<file path="src/rtl/syn_lb_byte_mstr.sv">
// Byte-stream local-bus initiator: decodes framed read/write commands
// into single LB transactions and streams status/read data back.
module syn_lb_byte_mstr #(
    parameter int P_LB_DWIDTH  = 32,
    parameter int P_LB_AWIDTH  = 16,
    parameter int P_RD_TIMEOUT = 255
) (
    input  logic                   clk,
    input  logic                   rst_l,
    input  logic [7:0]             cmd_byte,
    input  logic                   cmd_valid,
    output logic                   cmd_ready,
    output logic [7:0]             rsp_byte,
    output logic                   rsp_valid,
    input  logic                   rsp_ready,
    output logic                   lb_rd_en,
    output logic                   lb_wr_en,
    output logic [P_LB_AWIDTH-1:0] lb_addr,
    output logic [P_LB_DWIDTH-1:0] lb_wr_data,
    input  logic                   lb_rd_valid,
    input  logic [P_LB_DWIDTH-1:0] lb_rd_data,
    output logic                   busy,
    output logic                   timeout_err
);

    localparam int NDB = P_LB_DWIDTH / 8;
    localparam int NAB = (P_LB_AWIDTH + 7) / 8;

    localparam logic [7:0]  OP_WR   = 8'h57;
    localparam logic [7:0]  OP_RD   = 8'h52;
    localparam logic [7:0]  RSP_ACK = 8'h4B;
    localparam logic [7:0]  RSP_ERR = 8'hEE;
    localparam logic [7:0]  LAST_A  = 8'(NAB - 1);
    localparam logic [7:0]  LAST_D  = 8'(NDB - 1);
    localparam logic [7:0]  NDB_B   = 8'(NDB);
    localparam logic [15:0] TO_LAST = 16'(P_RD_TIMEOUT - 1);

    typedef enum logic [2:0] {
        S_IDLE,
        S_ADDR,
        S_WDATA,
        S_WR,
        S_RD,
        S_RD_WAIT,
        S_RSP
    } state_t;

    state_t                 state, state_nxt;
    logic                   is_wr, is_wr_nxt;
    logic [7:0]             bcnt, bcnt_nxt;
    logic [15:0]            tcnt, tcnt_nxt;
    logic [7:0]             rcnt, rcnt_nxt;
    logic [P_LB_DWIDTH-1:0] shreg, shreg_nxt;
    logic [P_LB_AWIDTH-1:0] addr_nxt;
    logic [P_LB_DWIDTH-1:0] wdata_nxt;
    logic                   terr_nxt;
    logic                   cmd_fire;
    logic                   rsp_fire;

    assign cmd_fire = cmd_valid & cmd_ready;
    assign rsp_fire = rsp_valid & rsp_ready;
    assign rsp_byte = shreg[P_LB_DWIDTH-1 -: 8];

    always_comb begin
        state_nxt = state;
        is_wr_nxt = is_wr;
        bcnt_nxt  = bcnt;
        tcnt_nxt  = tcnt;
        rcnt_nxt  = rcnt;
        shreg_nxt = shreg;
        addr_nxt  = lb_addr;
        wdata_nxt = lb_wr_data;
        terr_nxt  = timeout_err;
        unique case (state)
            S_IDLE: begin
                if (cmd_fire) begin
                    if (cmd_byte == OP_WR || cmd_byte == OP_RD) begin
                        is_wr_nxt = (cmd_byte == OP_WR);
                        bcnt_nxt  = '0;
                        state_nxt = S_ADDR;
                    end else begin
                        shreg_nxt = P_LB_DWIDTH'(RSP_ERR) << (P_LB_DWIDTH - 8);
                        rcnt_nxt  = 8'd1;
                        state_nxt = S_RSP;
                    end
                end
            end
            S_ADDR: begin
                if (cmd_fire) begin
                    // truncation drops address bits above the bus width
                    addr_nxt = P_LB_AWIDTH'({lb_addr, cmd_byte});
                    bcnt_nxt = bcnt + 8'd1;
                    if (bcnt == LAST_A) begin
                        bcnt_nxt  = '0;
                        state_nxt = is_wr ? S_WDATA : S_RD;
                    end
                end
            end
            S_WDATA: begin
                if (cmd_fire) begin
                    wdata_nxt = P_LB_DWIDTH'({lb_wr_data, cmd_byte});
                    bcnt_nxt  = bcnt + 8'd1;
                    if (bcnt == LAST_D) begin
                        bcnt_nxt  = '0;
                        state_nxt = S_WR;
                    end
                end
            end
            S_WR: begin
                shreg_nxt = P_LB_DWIDTH'(RSP_ACK) << (P_LB_DWIDTH - 8);
                rcnt_nxt  = 8'd1;
                state_nxt = S_RSP;
            end
            S_RD: begin
                tcnt_nxt  = '0;
                state_nxt = S_RD_WAIT;
            end
            S_RD_WAIT: begin
                if (lb_rd_valid) begin
                    shreg_nxt = lb_rd_data;
                    rcnt_nxt  = NDB_B;
                    state_nxt = S_RSP;
                end else if (tcnt == TO_LAST) begin
                    terr_nxt  = 1'b1;
                    shreg_nxt = P_LB_DWIDTH'(RSP_ERR) << (P_LB_DWIDTH - 8);
                    rcnt_nxt  = 8'd1;
                    state_nxt = S_RSP;
                end else begin
                    tcnt_nxt = tcnt + 16'd1;
                end
            end
            S_RSP: begin
                if (rsp_fire) begin
                    shreg_nxt = shreg << 8;
                    rcnt_nxt  = rcnt - 8'd1;
                    if (rcnt == 8'd1) begin
                        state_nxt = S_IDLE;
                    end
                end
            end
            default: state_nxt = S_IDLE;
        endcase
    end

    always_ff @(posedge clk) begin
        if (!rst_l) begin
            state       <= S_IDLE;
            is_wr       <= 1'b0;
            bcnt        <= '0;
            tcnt        <= '0;
            rcnt        <= '0;
            shreg       <= '0;
            lb_addr     <= '0;
            lb_wr_data  <= '0;
            timeout_err <= 1'b0;
            cmd_ready   <= 1'b0;
            rsp_valid   <= 1'b0;
            lb_rd_en    <= 1'b0;
            lb_wr_en    <= 1'b0;
            busy        <= 1'b0;
        end else begin
            state       <= state_nxt;
            is_wr       <= is_wr_nxt;
            bcnt        <= bcnt_nxt;
            tcnt        <= tcnt_nxt;
            rcnt        <= rcnt_nxt;
            shreg       <= shreg_nxt;
            lb_addr     <= addr_nxt;
            lb_wr_data  <= wdata_nxt;
            timeout_err <= terr_nxt;
            // strobes and flags are registered copies of the next state
            cmd_ready   <= (state_nxt == S_IDLE) || (state_nxt == S_ADDR) ||
                           (state_nxt == S_WDATA);
            rsp_valid   <= (state_nxt == S_RSP);
            lb_rd_en    <= (state_nxt == S_RD);
            lb_wr_en    <= (state_nxt == S_WR);
            busy        <= (state_nxt != S_IDLE);
        end
    end

endmodule

</file>
<file path="config.mk">
export PLATFORM = sky130hd
export DESIGN_NAME = syn_lb_byte_mstr
export DESIGN_NICKNAME = d
export VERILOG_FILES = /design/src/rtl/syn_lb_byte_mstr.sv
export SDC_FILE = /design/constraint.sdc
export NUM_CORES = 1
export LEC_CHECK = 0
export CAP_MARGIN = 20
export CORE_MARGIN = 8
export CORE_UTILIZATION = 47
export CTS_CLUSTER_DIAMETER = 100
export DETAILED_ROUTE_END_ITERATION = 10
export HOLD_SLACK_MARGIN = 0.08
export PLACE_DENSITY = 0.77
export SKIP_CTS_REPAIR_TIMING = 1
export SYNTH_ARGS = -nofsm -noshare
export SYNTH_HDL_FRONTEND = slang
export SYNTH_SLANG_ARGS = --single-unit
export TNS_END_PERCENT = 10
</file>
<file path="constraint.sdc">
create_clock -name clk -period 1.9 [get_ports clk]
set_input_delay 0.38 -clock clk [delete_from_list [all_inputs] [get_ports clk]]
set_output_delay 0.38 -clock clk [all_outputs]
set_load 0.01 [all_outputs]
</file>
Word level (Yosys, flattened, before mapping)
Cells that the tools add are included.
{"block": "word_totals", "out_inout_bits": 62, "reg_bits": 122, "in_bits": 45, "elab_cells": 96}
{"block": "classes", "reduce_logical": 16, "add_sub_neg": 3, "muxes": 34, "n_bitwise": 3, "n_eq_ne": 26}
{"operator": "2-to-1 mux 32 bit", "count": 5}
{"operator": "one-hot mux 32 bit (4 select lines)", "count": 1}
{"operator": "2-to-1 mux 8 bit", "count": 11}
{"operator": "2-to-1 mux 3 bit", "count": 11}
{"operator": "2-to-1 mux 16 bit", "count": 2}
{"operator": "one-hot mux 16 bit (2 select lines)", "count": 1}
{"operator": "one-hot mux 8 bit (4 select lines)", "count": 1}
{"operator": "one-hot mux 8 bit (3 select lines)", "count": 1}
{"operator": "one-hot mux 3 bit (7 select lines)", "count": 1}
{"operator": "adder 16 x 1 -> 16 bit (second input constant)", "count": 1}
{"operator": "== test 16 x 8 -> 1 bit (second input constant)", "count": 1}
{"operator": "== test 8 x 1 -> 1 bit (second input constant)", "count": 2}
{"operator": "== test 8 x 7 -> 1 bit (second input constant)", "count": 2}
{"operator": "!= test 2 bit (second input constant)", "count": 8}
{"operator": "== test 3 bit (second input constant)", "count": 5}
{"operator": "== test 3 x 2 -> 1 bit (second input constant)", "count": 4}
{"operator": "AND reduction 5 bit", "count": 2}
{"operator": "AND reduction 3 bit", "count": 3}
{"operator": "adder 8 x 1 -> 8 bit (second input constant)", "count": 1}
{"operator": "== test 8 x 2 -> 1 bit (second input constant)", "count": 1}
{"operator": "subtractor 8 x 1 -> 8 bit (second input constant)", "count": 1}
{"operator": "== test 3 x 1 -> 1 bit (second input constant)", "count": 2}
{"operator": "zero test 3 bit", "count": 2}
{"operator": "nonzero test 3 bit", "count": 2}
{"operator": "7 further kinds", "count": 11}

Logic depth before layout (Yosys ltp)
{"block": "depth", "depth_word": 8, "depth_mapped": 9, "mapped_depth_nobuf": 7}

Least setup slack after synthesis
Ideal clock, no wire load.
{"block": "synth_timing", "kind": "input-to-reg", "start": "input port cmd_byte[7]", "end": "register bcnt[1]", "slack_ns": -0.010, "arrival_time_ns": 1.778, "cell_stages": 6, "cell_sequence": "or3b_1 > or4_1 > buf_2 > and3_1 > o21ai_2 > a211oi_1"}
{"block": "synth_between", "elab_chain_len": 4, "word_cells_on_any_way": 5, "cone_classes": "eq/ne (3); reduce/logical (2)"}
{"item": "start: declaration", "line": "10", "source": "input logic [7:0] cmd_byte,"}
{"item": "== test 8 x 7 -> 1 bit", "line": "77", "source": "if (cmd_byte == OP_WR || cmd_byte == OP_RD) begin"}
{"item": "logical OR 1 bit (*)", "line": "77"}
{"item": "!= test 2 bit (no line) (*)"}
{"item": "AND reduction 5 bit (no line) (*)"}
{"item": "end signal: assignment", "line": "164", "source": "bcnt <= bcnt_nxt;"}
{"item": "end: declaration", "line": "50", "source": "logic [7:0] bcnt, bcnt_nxt;"}
Every way passes the cells marked *; elsewhere a longest branch is shown, timed or not.
A chain may end at the register's enable or synchronous reset.

Worst setup path in the final report
{"block": "layout_timing", "start": "input port cmd_byte[5]", "end": "register bcnt[6]"}
The elaborated chain is that of the path after synthesis.

==> flow_summary_export.csv <==
group,metric,value,unit
run_status,status,"finished with violations",
run_status,failed_checks,"negative setup slack",
setup_path,crit_path_end_kind,"flop",
cells_and_area,layout-drive-gt1-share,0.200,
route,final_antenna_net_count,0,
cells_and_area,fillCellCount,903,
floorplanning,die_h,126,microns
timing,worst_pin_slew,0.378,ns
logic_synthesis,synth-seq-cells,122,
timing,tns,-2.37,ns
route,firstDrtPassIters,6,
grt,grt.total_usage,0.202,
setup_path,ff2ff_setup_slack,-0.12,ns
timing,timing.final.crit_share,1.06,
logic_synthesis,yosys_most_used_dff,"dfxtp_1",
timing,finalHoldViolCount,0,
setup_path,required,2.20,ns
cells_and_area,layout.nets,873,
cts,cts_root_buf,"clkbuf_16",
setup_path,reg2reg_to,"bcnt[6]",
min_path,hp-class,"input pin to flop",
floorplanning,die_x,126,microns
logic_synthesis,synth_area_leaders,"dfxtp_1, nand2_1, a21boi_0",
setup_path,timing.rr.start,"state[1]",
grt,antenna_found_initial,0,
power,vdd_drop_max,0.604,mV
timing,finalWorstSetupSlack,-0.116,ns
cts,htreeDepth,4,
route,drc,0,
grt,grt_pass1_vias,5398,
cts,insertion_delay,0.42,ns
power,power_leakage,3.21,nW
logic_synthesis,synthMuxAreaShare,0.00177,
setup_path,crit_start,"cmd_byte[5]",
logic_synthesis,yosys-top-cells-count,"nand2_1, dfxtp_1, a21boi_0, nand3_1, clkbuf_1",
setup_path,critPathArrivalTime,2.32,ns
setup_path,crit_path_max_fanout,5,
route,post_drt_wl_per_cell,17.3,microns
logic_synthesis,synth_area,0.00565,sq mm
cells_and_area,seq_area,0.00245,sq mm
logic_synthesis,synthDistinctLibCells,64,
logic_synthesis,synth_xor_area_frac,0.0233,
route,first_iter_violations,578,
logic_synthesis,synth_top_area_share,0.433,
timing,fmax,496,MHz
setup_path,critPathCapture,"bcnt[6]",
placed_design,dp_hpwl,11100,microns
logic_synthesis,synth_compound_area_frac,0.219,
setup_path,critPathKind,"input pin to flop",
placed_design,numPortBuffers,106,
route,vias,5562,
timing,rsz0062_at_grt,"true",
route,routed_wl,17000,microns
cts,clkSinkCount,122,
logic_synthesis,yosysWarnings,0,
floorplanning,design.die.area,0.0158,sq mm
logic_synthesis,syn_area_per_cell,8.49,sq um
cts,clockBufferDepth,2,
timing,finalSetupViolations,43,
job,maxCapViolations,0,
power,p_per_area,996,mW/mm^2
logic_synthesis,synth_top_family_by_area,"simple AND/OR/NAND/NOR gates",
floorplanning,io_pins,107,
logic_synthesis,synth_fp_nets,716,
cells_and_area,antennaDiodeCount,0,
floorplanning,num_rows,40,
cts,cts_made_buffers,17,
logic_synthesis,ys_async_sr_fraction,0,
grt,overflow,0,
logic_synthesis,synth.yosys.seq_area_share,0.433,
cells_and_area,multi_input_area,0.00309,sq mm
grt,grt_start_max_net_pins,64,
timing,slew_headroom,0.742,
route,vias_per_cell,5.66,
cts,clk_pin_slew,0.05,ns
grt,grt_pass1_wl,26200,microns
cts,cts_tree,"yes",
timing,skew,0.00823,ns
floorplanning,fp.coreArea,0.0119,sq mm
setup_path,reg2regPathDepth,6,
logic_synthesis,synthAdderAreaFrac,0.0133,
logic_synthesis,yosysTopAreaCell,"dfxtp_1",
logic_synthesis,synth_edf_count,0,
logic_synthesis,syn_inst,665,
cells_and_area,final_core_util,0.694,
placed_design,gp_congestion,0.831,
floorplanning,start_util,0.476,
logic_synthesis,yosysMostFrequentCell,"nand2_1",
logic_synthesis,synthSimpleGateAreaFrac,0.254,
timing,period_minus_slack,2.02,ns
cells_and_area,areaGrowthSynthToFinish,45.8,%
timing,slew_violations,0,
power,fin_total_pwr,8.20,mW
setup_path,worstSetupStartpointType,"input pin",
[layout by cell type (no fill, tap or decap), types with 8 or more instances in the layout]
cell             instances
dfxtp_1                118
xor2_1                   8
o211a_1                 21
a21oi_1                 11
inv_1                    8
buf_4                   77
nand3_1                 39
clkdlybuf4s50_1        102
nand4_1                 12
nand2_1                130
or3_1                    8
o21ai_0                 17
nor2_1                  26
a22oi_1                 18
clkbuf_16               19
a21boi_0                51
[metrics by stage]
step           hold slack (ns)  instances  setup WS (ns)  area [sq um]
3_3_place_gp             0.449        946         -0.532          7310
3_5_place_dp             0.453        946         -0.593          7310
2_1_floorplan            0.436        665         0.0201          5650
4_1_cts                  0.350        978         -0.202          7940
6_report                 0.357        982         -0.116          8230
5_1_grt                  0.354        982         -0.183          8230
[sequential cells by signal (all words and copies together), names as in the netlist, 3 cells and up]
name,flops
lb_wr_data,32
shreg,32
lb_addr,16
tcnt,16
bcnt,8
rcnt,8
state,3
[critical path, stage by stage]
cell	delay, ns
clkdlybuf4s50_1	0.41
nand4bb_2	0.33
or4_4	0.61
buf_6	0.17
a31oi_2	0.21
xnor2_1	0.15
nor2_1	0.05
[cell families (layout without fill, tap and decap cells)]
group / count (synthesis) / after routing
AND/OR/NAND/NOR: 288 / 288
buffers and inverters: 65 / 235
multiplexers: 1 / 1
AO/OA/AOI/OAI: 168 / 168
XOR/XNOR: 15 / 15
adder cells (fa/ha/maj): 6 / 6
flip-flops: 122 / 122
[report_power, final]
group / leakage, nW / total [mW] / internal [mW] / switching (mW)
combinational: 1.93 / 1.84 / 0.928 / 0.912
clock: 0.295 / 3.43 / 2.26 / 1.18
sequential: 0.989 / 2.92 / 2.78 / 0.145
total: 3.21 / 8.20 / 5.96 / 2.23
[routing by layer]
metal | vias to the layer above | wire [microns] | share of wire | global-route usage
met3 | 31 | 1590 | 0.094 | 0.0880
met2 | 217 | 8070 | 0.48 | 0.326
met1 | 2636 | 7030 | 0.41 | 0.229
li1 | 2678 | - | - | -
met4 | 0 | 297 | 0.017 | 0.0788
met5 | - | 0 | 0 | 0
[area by class of cell]
type,instances,share of cell area
multi-input combinational,478,0.376
sequential,122,0.297
timing repair buffer,194,0.224
clock buffer,21,0.0559
tap,147,0.0223
clock inverter,11,0.0205
inverter,9,0.00410
[how the worst min path moves through the flow]
stage / from / endpoint / slack, ns / cells after the start
finish: rst_l / tcnt[0] / 0.36 / 2
global route: rst_l / tcnt[0] / 0.35 / 2
CTS: rst_l / tcnt[0] / 0.35 / 2
detailed placement: shreg[1] / shreg[1] / 0.45 / 2
global placement: shreg[1] / shreg[1] / 0.45 / 2
floorplan: shreg[26] / shreg[26] / 0.44 / 2
No activity file was read; power rests on OpenSTA's default activity.
